$ cat config.mk
export PLATFORM = sky130hd
export DESIGN_NAME = team_06_i2c_master
export DESIGN_NICKNAME = d
export VERILOG_FILES = /design/src/rtl/team_06_i2c_master.sv
export SDC_FILE = /design/constraint.sdc
export NUM_CORES = 1
export LEC_CHECK = 0
export BUFFER_PORTS_ARGS = -buffer_cell sky130_fd_sc_hd__buf_2
export CAP_MARGIN = 20
export CELL_PAD_IN_SITES_DETAIL_PLACEMENT = 1
export CELL_PAD_IN_SITES_GLOBAL_PLACEMENT = 2
export CORE_ASPECT_RATIO = 1.25
export CORE_MARGIN = 2
export CORE_UTILIZATION = 38
export CTS_CLUSTER_SIZE = 14
export DETAILED_ROUTE_END_ITERATION = 8
export PLACE_DENSITY_LB_ADDON = 0.1
export SYNTH_ARGS = -nofsm -noshare
export SYNTH_HDL_FRONTEND = slang
export SYNTH_SLANG_ARGS = --single-unit
$ cat constraint.sdc
create_clock -name clk -period 2.9 [get_ports clk]
set_input_delay 0.58 -clock clk [delete_from_list [all_inputs] [get_ports clk]]
set_output_delay 0.58 -clock clk [all_outputs]
set_load 0.01 [all_outputs]
$ cat src/rtl/team_06_i2c_master.sv
// ---------------------------------------------------------------------------
// team_06_i2c_master
//
// Write-only I2C master that carries LCD command bytes from the display FSM
// to a PCF8574-style LCD backpack. Each transaction is START, {DEV_ADDR,W},
// N data bytes, STOP. The bus is driven open-drain only: an *_oe output of 1
// pulls the line low and 0 releases it. A line is never driven high.
//
// Bit timing: every bit spans 4 quarters of QDIV = CLK_DIV/4 clocks.
//   q0: SCL low, SDA set   q1,q2: SCL released   q3: SCL low
//   SDA is sampled at the end of q1.
//
// Ports:
//   clk        in   system clock
//   rst        in   asynchronous active-high reset
//   trans      in   transaction request / continue from the display FSM
//   data_in    in   byte to send (display FSM lcdOut)
//   sda_in     in   sampled SDA pad
//   scl_in     in   sampled SCL pad (only used for clock stretching)
//   sda_oe     out  1 = pull SDA low
//   scl_oe     out  1 = pull SCL low
//   i2cState   out  BEGINS=0 SEND=1 ACK=2 ENDS=3 OFF=4
//   ready      out  one-cycle pulse asking for the next byte
//   commsError out  one-cycle pulse on NACK
//
// Optional feature: define TEAM_06_I2C_CLK_STRETCH_EN to let a slave stretch
// SCL. While the master has SCL released and scl_in reads 0, the quarter
// counter holds at 0. Without the macro scl_in is ignored.
//
// CLK_DIV must be a multiple of 4 and at least 16.
// ---------------------------------------------------------------------------
module team_06_i2c_master #(
    parameter int         CLK_DIV  = 100,
    parameter logic [6:0] DEV_ADDR = 7'h27
) (
    input  logic       clk,
    input  logic       rst,
    input  logic       trans,
    input  logic [7:0] data_in,
    input  logic       sda_in,
    input  logic       scl_in,
    output logic       sda_oe,
    output logic       scl_oe,
    output logic [2:0] i2cState,
    output logic       ready,
    output logic       commsError
);

    localparam int QDIV = CLK_DIV / 4;
    localparam int QW   = (QDIV > 1) ? $clog2(QDIV) : 1;

    typedef enum logic [2:0] {
        BEGINS = 3'd0,
        SEND   = 3'd1,
        ACK    = 3'd2,
        ENDS   = 3'd3,
        OFF    = 3'd4
    } state_t;

    state_t        state, state_n;
    logic [QW-1:0] qcnt;
    logic [1:0]    qph, qph_n;          // quarter index inside the current bit / phase
    logic [2:0]    bit_cnt, bit_cnt_n;
    logic [7:0]    shift, shift_n;
    logic [7:0]    pending, pending_n;  // first data byte, held while the address goes out
    logic          addr_done, addr_done_n;
    logic          nack, nack_n;
    logic          waiting, waiting_n;  // post-ready pause inside ACK
    logic          wcnt, wcnt_n;
    logic          sda_oe_n, scl_oe_n;
    logic          qtick;
    logic          stall;

`ifdef TEAM_06_I2C_CLK_STRETCH_EN
    // Slave holds SCL low while we have released it: freeze the timebase.
    assign stall = (state != OFF) && !scl_oe && !scl_in;
`else
    logic unused_scl_in;
    assign unused_scl_in = scl_in;
    assign stall = 1'b0;
`endif

    assign qtick = (state != OFF) && !stall && (qcnt == QW'(QDIV - 1));

    // Quarter counter; parked at 0 in OFF so BEGINS starts on a fresh quarter.
    always_ff @(posedge clk or posedge rst) begin
        if (rst)
            qcnt <= '0;
        else if (state == OFF || stall || qtick)
            qcnt <= '0;
        else
            qcnt <= qcnt + QW'(1);
    end

    // Line levels for the quarter being entered. Returns {scl_oe, sda_oe}.
    function automatic logic [1:0] lines(input state_t st, input logic [1:0] ph,
                                         input logic b, input logic w);
        case (st)
            BEGINS:  lines = {ph != 2'd0, 1'b1};                      // START, then SCL low
            SEND:    lines = {ph == 2'd0 || ph == 2'd3, ~b};
            ACK:     lines = {w || ph == 2'd0 || ph == 2'd3, 1'b0};   // SDA released for the slave
            ENDS:    lines = {ph == 2'd0, ph != 2'd2};                 // SDA rises last: STOP
            default: lines = 2'b00;
        endcase
    endfunction

    always_comb begin
        state_n     = state;
        qph_n       = qph;
        bit_cnt_n   = bit_cnt;
        shift_n     = shift;
        pending_n   = pending;
        addr_done_n = addr_done;
        nack_n      = nack;
        waiting_n   = waiting;
        wcnt_n      = wcnt;
        ready       = 1'b0;
        commsError  = 1'b0;

        case (state)
            OFF: begin
                // Start is taken on any clock, not gated by qtick.
                if (trans) begin
                    pending_n   = data_in;
                    shift_n     = {DEV_ADDR, 1'b0};
                    addr_done_n = 1'b0;
                    nack_n      = 1'b0;
                    waiting_n   = 1'b0;
                    wcnt_n      = 1'b0;
                    qph_n       = 2'd0;
                    bit_cnt_n   = 3'd7;
                    state_n     = BEGINS;
                end
            end

            BEGINS: begin
                if (qtick) begin
                    if (qph == 2'd0) begin
                        qph_n = 2'd1;
                    end else begin
                        qph_n     = 2'd0;
                        bit_cnt_n = 3'd7;
                        state_n   = SEND;
                    end
                end
            end

            SEND: begin
                if (qtick) begin
                    qph_n = qph + 2'd1;
                    if (qph == 2'd3) begin
                        if (bit_cnt == 3'd0) begin
                            state_n = ACK;
                        end else begin
                            bit_cnt_n = bit_cnt - 3'd1;
                            shift_n   = {shift[6:0], 1'b0};
                        end
                    end
                end
            end

            ACK: begin
                if (qtick) begin
                    if (waiting) begin
                        // Two quarters give the display FSM time to update
                        // lcdOut/trans after ready.
                        wcnt_n = 1'b1;
                        if (wcnt) begin
                            waiting_n = 1'b0;
                            wcnt_n    = 1'b0;
                            qph_n     = 2'd0;
                            if (trans) begin
                                pending_n = data_in;
                                shift_n   = data_in;
                                bit_cnt_n = 3'd7;
                                state_n   = SEND;
                            end else begin
                                state_n = ENDS;
                            end
                        end
                    end else begin
                        qph_n = qph + 2'd1;
                        if (qph == 2'd1)
                            nack_n = sda_in;
                        // The ACK slot is always completed so SCL is low
                        // before SDA moves for the next phase.
                        if (qph == 2'd3) begin
                            if (nack) begin
                                commsError = 1'b1;
                                state_n    = ENDS;
                            end else if (!addr_done) begin
                                addr_done_n = 1'b1;
                                shift_n     = pending;
                                bit_cnt_n   = 3'd7;
                                state_n     = SEND;
                            end else begin
                                ready     = 1'b1;
                                waiting_n = 1'b1;
                                wcnt_n    = 1'b0;
                            end
                        end
                    end
                end
            end

            ENDS: begin
                if (qtick) begin
                    if (qph == 2'd2) begin
                        qph_n   = 2'd0;
                        state_n = OFF;
                    end else begin
                        qph_n = qph + 2'd1;
                    end
                end
            end

            default: state_n = OFF;
        endcase

        {scl_oe_n, sda_oe_n} = lines(state_n, qph_n, shift_n[7], waiting_n);
    end

    always_ff @(posedge clk or posedge rst) begin
        if (rst) begin
            state     <= OFF;
            qph       <= 2'd0;
            bit_cnt   <= 3'd0;
            shift     <= 8'd0;
            pending   <= 8'd0;
            addr_done <= 1'b0;
            nack      <= 1'b0;
            waiting   <= 1'b0;
            wcnt      <= 1'b0;
            sda_oe    <= 1'b0;
            scl_oe    <= 1'b0;
        end else begin
            state     <= state_n;
            qph       <= qph_n;
            bit_cnt   <= bit_cnt_n;
            shift     <= shift_n;
            pending   <= pending_n;
            addr_done <= addr_done_n;
            nack      <= nack_n;
            waiting   <= waiting_n;
            wcnt      <= wcnt_n;
            sda_oe    <= sda_oe_n;
            scl_oe    <= scl_oe_n;
        end
    end

    assign i2cState = state;

endmodule

Yosys cells after proc, flatten, opt, wreduce, memory -nomap -nowiden --
Index checks and enable logic that the tools add are counted.
Word-level totals: register bits after elaboration 35
Operators by class: bitwise gates (word level) 1, eq/ne operators 33, muxes and demuxes 90, $add $sub $neg 3, reductions and logical operators 20
Operator list (number):
- 2-to-1 mux 8 bit | 15
- 2-to-1 mux 3 bit | 26
- 2-to-1 mux 1 bit | 29
- != test 2 bit, second input constant | 14
- one-hot mux 8 bit (3 select lines) | 1
- AND reduction 11 bit | 2
- != test 3 bit, second input constant | 7
- 2-to-1 mux 2 bit | 9
- one-hot mux 8 bit (2 select lines) | 1
- one-hot mux 3 bit (5 select lines) | 1
- equality test 3 x 2 -> 1 bit, second input constant | 4
- one-hot mux 3 bit (4 select lines) | 1
- AND reduction 6 bit | 2
- one-hot mux 2 bit (5 select lines) | 1
- zero test 3 bit | 3
- one-hot mux 1 bit (2 select lines) | 4
- one-hot mux 2 bit (4 select lines) | 1
- equality test 2 bit, second input constant | 3
- equality test 3 x 1 -> 1 bit, second input constant | 2
- adder 5 x 1 -> 5 bit, second input constant | 1
- equality test 5 bit, second input constant | 1
- 2-to-1 mux 5 bit | 1
- AND reduction 5 bit | 1
- zero test 2 bit | 2
- other kinds (11) | 15

Depth between registers and ports, before layout --
Gate-level depths: netlist of run 1.
depth in word-level cells 9, mapped depth 10, depth with buffers taken out 9

Worst setup path before layout of run 1 --
Ideal clock, no wire load.
path type flip-flop to flip-flop, start reg qph[0], end reg sda_oe, path buffers 0, library setup time 0.080 ns, cell stages (with the launch flop) 8, arrival 1.948 ns, data required time 2.820 ns, setup slack 0.872 ns, period minus slack after synthesis 2.028 ns, path through dfrtp_1 -> ha_1 -> nor4b_4 -> o21ai_2 -> a21oi_2 -> nand2_2 -> a221o_1 -> o211ai_2
Between the ends: cells in the longest elaborated chain, start to end 7, elaborated cells on any way between the ends 37
Ends and longest elaborated chain:
- from (decl) | line 62 | logic [1:0] qph, qph_n;
- from (signal assigned) | line 238 | qph <= qph_n;
- equality test 2 bit (*) | line 151, 187
- 2-to-1 mux 8 bit | line 187 | if (qph == 2'd3) begin
- 2-to-1 mux 8 bit | line 164 | if (waiting) begin
- 2-to-1 mux 8 bit | line 163 | if (qtick) begin
- one-hot mux 8 bit (3 select lines) (*) | line 120 | case (state)
- via shift_n[7] | line 64 | logic [7:0] shift, shift_n;
- inverter 1 bit (*) | line 100 | SEND: lines = {ph == 2'd0 || ph == 2'd3, ~b};
- one-hot mux 2 bit (4 select lines) (*) | line 98 | case (st)
- via sda_oe_n | line 70 | logic sda_oe_n, scl_oe_n;
- to (signal assigned) | line 246 | sda_oe <= sda_oe_n;
- to (decl) | line 42 | output logic sda_oe,
Mark *: on every way through the listed nets, which the timed path passes. The rest lies on a longest branch. The select of a mux whose other input is x is not followed. A chain may end at the register's enable or synchronous reset.

Worst setup path in the final report of run 1 --
start reg state[0], in the netlist i2cState[0], end out commsError
Between the ends: cells in the longest elaborated chain, start to end 4, elaborated cells on any way between the ends 5
Ends and longest elaborated chain:
- from (decl) | line 60 | state_t state, state_n;
- from (signal assigned) | line 237 | state <= state_n;
- != test 3 bit | line 83 | assign qtick = (state != OFF) && !stall && (qcnt == QW'(QDIV - 1));
- logical AND 1 bit | line 83
- 2-to-1 mux 1 bit | line 163
- 2-to-1 mux 1 bit (*) | line 120
- to (decl) | line 46 | output logic commsError
Mark *: on every way between the ends. The rest lies on a longest branch, timed or not.

==> reports/qor.yml, run 1 <==
ioPinCount: 20
antenna_found_initial: 0
cts_resized: 0
power.internal_mw: 0.6832
power_density_nw_per_um2: 368.4
cts-root-buf: "clkbuf_8"
n_antenna_cell: 0
maxSlewViolCount: 0
critPathBufInv: 2
clock_latency_ns: 0.29
clkSlewWorstSetupHoldPaths_ns: 0.07
max_freq_mhz: 399.3
synth_flop_cell: "dfrtp_1"
tns_ns: 0
switching_power_mw: 0.2160
wl_per_cell_um: 19.45
grt_pass1_vias: 2038
ys_seq_area_frac: 0.4006
setup_slack_ns: 0.3954
port_buffers: 18
cts_setup_buffers: 0
comb_power_share: 0.066
leakagePower_nw: 1.156
rows: 30
grt_max_degree: 21
holdWs_ns: 0.4079
synthArstFlopShare: 1.000
synth_top_cell_by_area: "dfrtp_1"
syn_avg_cell_area_um2: 9.732
final_net_count: 268
wl_mm: 6.050
dp_hpwl_mm: 4.568
overflow: 0
setup_violations: 0
track_usage: 0.2134
pwr-share-seq: 0.545
viasPerCell: 5.897
coreArea_um2: 5480
synth_seq_cells: 35
startpoint_type: "flip-flop"
crit_path_end_kind: "primary output"
critPathMaxStageDelay_ns: 0.78
crit_arrival_ns: 1.92
max_slew_margin: 0.5070
rsz0062_at_grt: "no"
syn2layout_area_growth_pct: 11.49
clock-sinks: 35
synthTopCellsByArea: "dfrtp_1 39%, ha_1 5.1%, mux2_2 4.1%, nor2_1 3.9%, a22oi_1 2.7%"
cts_htree_levels: 2
ctsHoldBuffers: 0
max_cap_violations: 0
finalCriticalPeriod_ns: 2.505
fp.dieH_um: 88.87
min_path_type: "primary input to async pin"
drc: 0
outcome: "complete, no violations"
synth.cell_area_um2: 2190
yosysTopAreaCellShare: 0.3886
syn_inst: 225
antenna_left: 0
synth.distinct_cells: 63
numCtsBuffers: 5
yosys_warnings: 0
clockBufferDepth: 2
drt_iter0_drc: 78
path_max_fanout: 20
pre_cts_ws_ns: 0.5383
tightest_slew_ns: 0.7387
hold_viol_final: 0
num_vias: 1834
synth_fp_nets: 247
power_switching_share: 0.2403
crit_chain: "inv_1 -> nand3b_1 -> nor2_1 -> and3_1 -> buf_2"
drive_gt1_frac: 0.2227
slowest_stage: "dfrtp_1"
dieArea_um2: 6389
pwr-share-clk: 0.389
irDropWorstVdd_uv: 281.3
path_delay_family: "flip-flops"
cts_tree: "done"
period_share: 0.8637
firstDrtPassIters: 4
die_w_um: 71.90
timing_worst_setup_path_type: "flip-flop to primary output"
grt_pass1_wl_mm: 10.31
start_util: 0.3995
place.gp.congestion: 0.8344
crit_required_ns: 2.32
skew_ns: 0.006677
synth_edf_count: 0
kinds of logic (layout without fill, tap and decap cells):
group                      count (synthesis)  after routing  synth area share
and+or+nand+nor                           82             82            0.2126
AOI/OAI and AO/OA                         60             60            0.2177
DFF                                       35             35            0.4006
buffers and inverters                     24             46           0.04800
adders and majority gates                  9              9           0.05143
muxes                                      9              9           0.04572
xor gates and xnor gates                   6              6           0.02400
synth_stat cells, types with 2 or more instances:
library cell,number
and3_1,7
dfrtp_1,34
nor3b_1,2
xor2_1,2
buf_1,2
xnor2_1,4
ha_1,9
a21oi_1,10
nand2_1,15
o31ai_1,2
a221o_1,2
a21oi_2,2
nand2b_1,3
a22o_1,2
o21a_1,3
nor2_1,23
nor2b_1,3
a31oi_1,2
inv_1,13
buf_2,6
nand3b_1,5
mux2_2,8
nand3_1,9
buf_4,2
a22oi_1,8
a211oi_1,3
o21ai_0,6
nor4bb_1,2
nand2_2,2
cell type report:
| class | count | area (um^2) |
|---|---|---|
| multi-input cells | 166 | 1207 |
| flip-flops and latches | 35 | 877.1 |
| inverters | 13 | 48.80 |
| clock buffers | 6 | 72.57 |
| fillers | 651 | 3039 |
| clock inverters | 2 | 12.51 |
| repair buffers | 25 | 142.6 |
| well taps | 64 | 80.08 |
stage by stage:
stage                     std cells  cell area, um^2  power, mW  utilization
after global routing            311             2441     0.9458       0.4454
after detailed placement        303             2356     0.5601       0.4299
after CTS                       311             2441     0.9152       0.4454
after floorplan                 225             2190     0.5387            -
after global placement          303             2356     0.5570       0.4299
final                           311             2441     0.8992       0.4454
sequential cells by signal, summed over array words and instances, names as in the netlist:
name	count
qph	2
shift	8
sda_oe	1
bit_cnt	3
addr_done	1
wcnt	1
waiting	1
scl_oe	1
qcnt	5
nack	1
i2cState	3
pending	8
worst register-to-register path, delay by kind of cell (launching register included):
family | cells | cell delay, ns
compound gates | 3 | 1.09
xor+xnor | 1 | 0.18
buf+inv | 1 | 0.07
fa+ha+maj | 1 | 0.16
simple gates | 1 | 0.37
flops | 1 | 0.41
final timing paths:
check,slack [ns],to,depth (start not counted),from
worst max-delay path,0.40,commsError,5,i2cState[0]$_DFF_PP0_
worst min-delay path,0.41,qcnt[3]$_DFF_PP0_,2,rst
worst max register to register,0.52,scl_oe$_DFF_PP0_,7,qcnt[0]$_DFF_PP0_
worst min register to register,0.49,qcnt[0]$_DFF_PP0_,1,qcnt[0]$_DFF_PP0_
max in group asynchronous,1.72,i2cState[2]$_DFF_PP1_,3,rst
min in group clk,0.49,qcnt[0]$_DFF_PP0_,1,qcnt[0]$_DFF_PP0_
power by group through the flow:
stage	Sequential, mW	Combinational [mW]	Clock, mW
global placement	0.499	0.0579	0
detailed placement	0.499	0.0611	0
CTS	0.489	0.0614	0.364
floorplan	0.499	0.0397	0
finish	0.490	0.0598	0.350
global route	0.489	0.0677	0.389
cell usage in the layout, fill, tap and decap left out, types with 7 or more instances in the layout:
cell,n
dfrtp_1,34
mux2_2,8
and3_1,7
buf_4,7
a21oi_1,10
a22oi_1,8
nor2_1,23
ha_1,9
inv_1,13
nand3_1,9
buf_2,18
nand2_1,15
metal layers:
metal / vias to the layer above / GRT usage / share of wire
met5: - / 0 / 0
met4: 0 / 0.08233 / 0.017
met3: 9 / 0.03986 / 0.021
met2: 24 / 0.3906 / 0.54
met1: 943 / 0.2456 / 0.42
li1: 858 / - / -
No activity file was read; power rests on OpenSTA's default activity.
==> run 2, diff against run 1 <==
==> constraint.sdc (replaced) <==
create_clock -name clk -period 2.9 [get_ports clk]
set_input_delay 0.58 -clock clk [delete_from_list [all_inputs] [get_ports clk]]
set_output_delay 0.58 -clock clk [all_outputs]
set_load 0.02 [all_outputs]
==> run 2 against run 1 <==
  * Global-route usage fell by 1.6 points
  * Utilization rose by 0.068 points
  * Worst hold slack got worse by 0.0052 ns
  * Design area rose by 0.15%
  * Critical path depth rose by 3
  * Critical endpoint is now ready
  * Highest routed layer unchanged
==> reports/qor.yml, run 2 (synthesis gave the netlist of run 1 again) <==
outcome: "complete, no violations"  # unchanged
crit_chain: "inv_1 -> ha_1 -> nand4b_1 -> buf_4 -> nor2_1 -> nand2_1 -> nor2_1 -> buf_2"  # was inv_1 -> nand3b_1 -> nor2_1 -> and3_1 -> buf_2
leakagePower_nw: 1.163  # was 1.156 nW
slowest_stage: "dfrtp_1"  # unchanged
max_slew_margin: 0.5154  # was 0.5070
fin_util: 0.4461  # was 0.4454
drt_iter0_drc: 54  # was 78
drc: 0  # unchanged
pwr-share-clk: 0.382  # was 0.389
rsz0062_at_grt: "no"  # unchanged
period_share: 0.9055  # was 0.8637
clock_latency_ns: 0.29  # about the same
met1_usage: 0.2392  # was 0.2456
cts_resized: 0  # unchanged
maxSlewViolCount: 0  # unchanged
startpoint_type: "flip-flop"  # unchanged
overflow: 0  # unchanged
track_usage: 0.1969  # was 0.2134
comb_power_share: 0.066  # about the same
tns_ns: 0  # unchanged
fp.dieH_um: 88.87  # unchanged
switching_power_mw: 0.2040  # was 0.2160 mW
max_cap_violations: 0  # unchanged
final_common_cell: "dfrtp_1"  # unchanged
coreArea_um2: 5480  # unchanged
rows: 30  # unchanged
viasPerCell: 5.804  # was 5.897
path_max_fanout: 7  # was 20
setup_violations: 0  # unchanged
dp_hpwl_mm: 4.292  # was 4.568 mm
ioPinCount: 20  # unchanged
cp_common_cell: "nor2_1"
hold_viol_final: 0  # unchanged
crit_required_ns: 2.32  # about the same
power.internal_mw: 0.6840  # was 0.6832 mW
grt_pass1_wl_mm: 9.570  # was 10.31 mm
drive_gt1_frac: 0.2218  # was 0.2227
critPathBufInv: 3  # was 2
clockBufferDepth: 2  # unchanged
tightest_slew_ns: 0.7262  # was 0.7387 ns
fillers: 639  # was 651
cts-root-buf: "clkbuf_8"  # unchanged
timing_worst_setup_path_type: "flip-flop to primary output"  # unchanged
antenna_left: 0  # unchanged
numCtsBuffers: 5  # unchanged
syn2layout_area_growth_pct: 11.66  # was 11.49%
top_regs: "pending x8, shift x8, qcnt x5"  # unchanged
cts_setup_buffers: 0  # unchanged
wl_mm: 5.696  # was 6.050 mm
pwr-share-seq: 0.552  # was 0.545
num_vias: 1811  # was 1834
firstDrtPassIters: 4  # unchanged
path_delay_family: "simple AND/OR/NAND/NOR gates"  # was flip-flops
clock-sinks: 35  # unchanged
grt_max_degree: 21  # unchanged
die_w_um: 71.90  # unchanged
dieArea_um2: 6389  # unchanged
crit_path_end_kind: "primary output"  # unchanged
port_buffers: 18  # unchanged
start_util: 0.3995  # unchanged
max_freq_mhz: 380.8  # was 399.3 MHz
power_switching_share: 0.2297  # was 0.2403
power_density_nw_per_um2: 363.2  # was 368.4 nW/um^2
n_antenna_cell: 0  # unchanged
min_path_type: "primary input to async pin"  # unchanged
cts_htree_levels: 2  # unchanged
grt-busiest-layer: "met2"  # unchanged
antenna_found_initial: 0  # unchanged
final_net_count: 269  # was 268
gr-usage-met3: 0.03075  # was 0.03986
place.gp.congestion: 0.8347  # was 0.8344
critPathMaxStageDelay_ns: 0.41  # was 0.78 ns
crit_arrival_ns: 2.05  # was 1.92 ns
use_met2: 0.3594  # was 0.3906
clkSlewWorstSetupHoldPaths_ns: 0.07  # about the same
irDropWorstVdd_uv: 310.9  # was 281.3 uV
grt_pass1_vias: 1870  # was 2038
finalCriticalPeriod_ns: 2.626  # was 2.505 ns
wl_per_cell_um: 18.26  # was 19.45 um
layout_common_cells: "34 x dfrtp_1, 23 x nor2_1, 18 x buf_2"  # unchanged
cts_tree: "done"  # unchanged
ctsHoldBuffers: 0  # unchanged
skew_ns: 0.005069  # was 0.006677 ns
## run 2: power groups by stage
stage	Clock (mW)	Sequential, mW	Combinational [mW]
floorplan	0	0.499	0.0397
global placement	0	0.499	0.0579
detailed placement	0	0.499	0.0602
CTS	0.356	0.490	0.0606
global route	0.376	0.489	0.0669
finish	0.339	0.490	0.0590
## run 2: worst register-to-register path, stage by stage (launching register included)
cell       delay, ns
dfrtp_1         0.41
inv_1           0.07
ha_1            0.16
nand4b_1        0.33
o311ai_0        0.51
o31ai_2         0.20
xnor2_1         0.19
a2111oi_2       0.36
## run 2: stage by stage
stage	cell area, um^2	power (mW)	hold WS (ns)	setup WS [ns]	instances
2_1_floorplan	2190	0.5387	0.4502	0.8191	225
5_1_grt	2445	0.9327	0.4532	0.1347	312
3_5_place_dp	2364	0.5592	0.4762	0.5577	304
4_1_cts	2445	0.9063	0.4196	0.2463	312
6_report	2445	0.8880	0.4027	0.2742	312
3_3_place_gp	2364	0.5569	0.4699	0.5961	304
## run 2: area by class of cell
| class | count | area [um^2] | area share |
|---|---|---|---|
| multi-input combinational | 166 | 1207 | 0.4939 |
| sequential | 35 | 877.1 | 0.3588 |
| timing repair buffer | 26 | 150.1 | 0.06141 |
| tap | 64 | 80.08 | 0.03275 |
| clock buffer | 7 | 76.32 | 0.03122 |
| inverter | 13 | 48.80 | 0.01996 |
| clock inverter | 1 | 5.005 | 0.002047 |
## run 2: path summary, 6_finish.rpt
kind,start,slack [ns],end,cells past startpoint
max in group asynchronous,rst,1.72,i2cState[2]$_DFF_PP1_,3
max reg2reg,qcnt[0]$_DFF_PP0_,0.56,scl_oe$_DFF_PP0_,7
min,rst,0.40,qcnt[1]$_DFF_PP0_,2
min in group clk,shift[0]$_DFFE_PP0P_,0.48,shift[0]$_DFFE_PP0P_,2
max,qcnt[0]$_DFF_PP0_,0.27,ready,8
min reg2reg,shift[0]$_DFFE_PP0P_,0.48,shift[0]$_DFFE_PP0P_,2
## run 2: metal layers
metal,wire length (um),part of all wire
met1,2368,0.42
met2,3101,0.54
met3,156,0.027
met4,69,0.012
met5,0,0
==> run 3, diff against run 2 <==
--- a/config.mk
+++ b/config.mk
@@ -14,6 +14,7 @@
 export CORE_UTILIZATION = 38
 export CTS_CLUSTER_SIZE = 14
 export DETAILED_ROUTE_END_ITERATION = 8
+export MAX_ROUTING_LAYER = met4
 export PLACE_DENSITY_LB_ADDON = 0.1
 export SYNTH_ARGS = -nofsm -noshare
 export SYNTH_HDL_FRONTEND = slang
==> run 3 against run 2 <==
  * Worst hold slack is essentially flat
  * Total power is essentially flat
  * Utilization is the same
  * Non-clock buffer count is the same
  * Design area is the same
  * Global-route usage grew 0.61 points
  * Die area is the same
==> reports/qor.yml, run 3 (synthesis gave the netlist of run 1 again) <==
maxSlewViolCount: 0  # unchanged
irDropWorstVdd_uv: 310.8  # was 310.9 uV
r2r_end: "scl_oe$_DFF_PP0_"  # unchanged
clkSlewWorstSetupHoldPaths_ns: 0.07  # about the same
reg2reg_slack_ns: 0.55  # was 0.56 ns
wl_per_cell_um: 18.21  # was 18.26 um
layout_common_cells: "34 x dfrtp_1, 23 x nor2_1, 18 x buf_2"  # unchanged
top_regs: "pending x8, shift x8, qcnt x5"  # unchanged
crit_required_ns: 2.32  # about the same
cts-root-buf: "clkbuf_8"  # unchanged
crit_arrival_ns: 2.03  # was 2.05 ns
clock_latency_ns: 0.29  # about the same
grt_pass1_vias: 1863  # was 1870
slowest_stage: "dfrtp_1"  # unchanged
viasPerCell: 5.788  # was 5.804
start_util: 0.3995  # unchanged
place.gp.congestion: 0.8476  # was 0.8347
ctsHoldBuffers: 0  # unchanged
hold_viol_final: 0  # unchanged
path_max_fanout: 7  # unchanged
dpl.cell_count: 304  # unchanged
coreArea_um2: 5480  # unchanged
leakagePower_nw: 1.163  # unchanged
holdWs_ns: 0.4022  # was 0.4027 ns
track_usage: 0.2031  # was 0.1969
outcome: "complete, no violations"  # unchanged
fin_cells: 312  # unchanged
final_common_cell: "dfrtp_1"  # unchanged
rows: 30  # unchanged
tns_ns: 0  # unchanged
antenna_left: 0  # unchanged
dieArea_um2: 6389  # unchanged
r2r_start: "qcnt[0]$_DFF_PP0_"  # unchanged
cp_common_cell: "nor2_1"  # unchanged
setup_violations: 0  # unchanged
multi_input_area_um2: 1207  # unchanged
drc: 0  # unchanged
power_density_nw_per_um2: 363.1  # was 363.2 nW/um^2
syn2layout_area_growth_pct: 11.66  # unchanged
num_vias: 1806  # was 1811
timing_worst_setup_path_type: "flip-flop to primary output"  # unchanged
max_cap_violations: 0  # unchanged
cts_setup_buffers: 0  # unchanged
max_freq_mhz: 382.9  # was 380.8 MHz
grt_pass1_wl_mm: 9.584  # was 9.570 mm
n_antenna_cell: 0  # unchanged
max_slew_margin: 0.5168  # was 0.5154
finalCriticalPeriod_ns: 2.612  # was 2.626 ns
crit_chain: "inv_1 -> ha_1 -> nand4b_1 -> buf_4 -> nor2_1 -> nand2_1 -> nor2_1 -> buf_2"  # unchanged
ff_latch_area_um2: 877.1  # unchanged
crit_path_end_kind: "primary output"  # unchanged
drive_gt1_frac: 0.2218  # unchanged
die_w_um: 71.90  # unchanged
cts_tree: "done"  # unchanged
numCtsBuffers: 5  # unchanged
port_buffers: 18  # unchanged
tightest_slew_ns: 0.7239  # was 0.7262 ns
period_share: 0.9006  # was 0.9055
cts_resized: 0  # unchanged
cts_htree_levels: 2  # unchanged
dp_hpwl_mm: 4.292  # unchanged
fillers: 639  # unchanged
path_delay_family: "simple AND/OR/NAND/NOR gates"  # unchanged
firstDrtPassIters: 4  # unchanged
drt_iter0_drc: 59  # was 54
skew_ns: 0.004849  # was 0.005069 ns
wl_mm: 5.682  # was 5.696 mm
clockBufferDepth: 2  # unchanged
clock-sinks: 35  # unchanged
rsz0062_at_grt: "no"  # unchanged
startpoint_type: "flip-flop"  # unchanged
antenna_found_initial: 0  # unchanged
critPathBufInv: 3  # unchanged
fp.dieH_um: 88.87  # unchanged
r2r_cells: 8  # was 7
critPathMaxStageDelay_ns: 0.41  # about the same
final_net_count: 269  # unchanged
overflow: 0  # unchanged
min_path_type: "primary input to async pin"  # unchanged
ioPinCount: 20  # unchanged
fin_util: 0.4461  # unchanged
grt_max_degree: 21  # unchanged
run 3: worst max-delay path by stage:
stage                             to  cells past startpoint  slack, ns                   from
floorplan                      ready                      7       0.82  i2cState[0]$_DFF_PP0_
global route                   ready                      8       0.13      qcnt[0]$_DFF_PP0_
CTS                            ready                      8       0.25      qcnt[0]$_DFF_PP0_
global placement    scl_oe$_DFF_PP0_                      7       0.60      qcnt[0]$_DFF_PP0_
detailed placement  scl_oe$_DFF_PP0_                      7       0.56      qcnt[0]$_DFF_PP0_
finish                         ready                      8       0.29      qcnt[0]$_DFF_PP0_
run 3: through the flow:
step,power (mW),worst slack (ns),area (um^2)
6_report,0.8878,0.2883,2445
5_1_grt,0.9327,0.1347,2445
4_1_cts,0.9063,0.2463,2445
2_1_floorplan,0.5387,0.8191,2190
3_3_place_gp,0.5569,0.5961,2364
3_5_place_dp,0.5592,0.5577,2364
run 3: area by class of cell:
cell class | instances | area share
multi-input combinational | 166 | 0.4939
sequential | 35 | 0.3588
timing repair buffer | 26 | 0.06141
tap | 64 | 0.03275
clock buffer | 7 | 0.03122
inverter | 13 | 0.01996
clock inverter | 1 | 0.002047
run 3: metal layers:
metal | global-route usage | wire [um]
met1 | 0.2406 | 2353
met2 | 0.3594 | 3089
met3 | 0.02847 | 169
met4 | 0.05660 | 69
met5 | - | 0
run 3: power by group:
| part | internal, mW | switching (mW) | total, mW |
|---|---|---|---|
| Clock | 0.168 | 0.171 | 0.339 |
| Sequential | 0.490 | 0 | 0.490 |
| Combinational | 0.0258 | 0.0332 | 0.0590 |
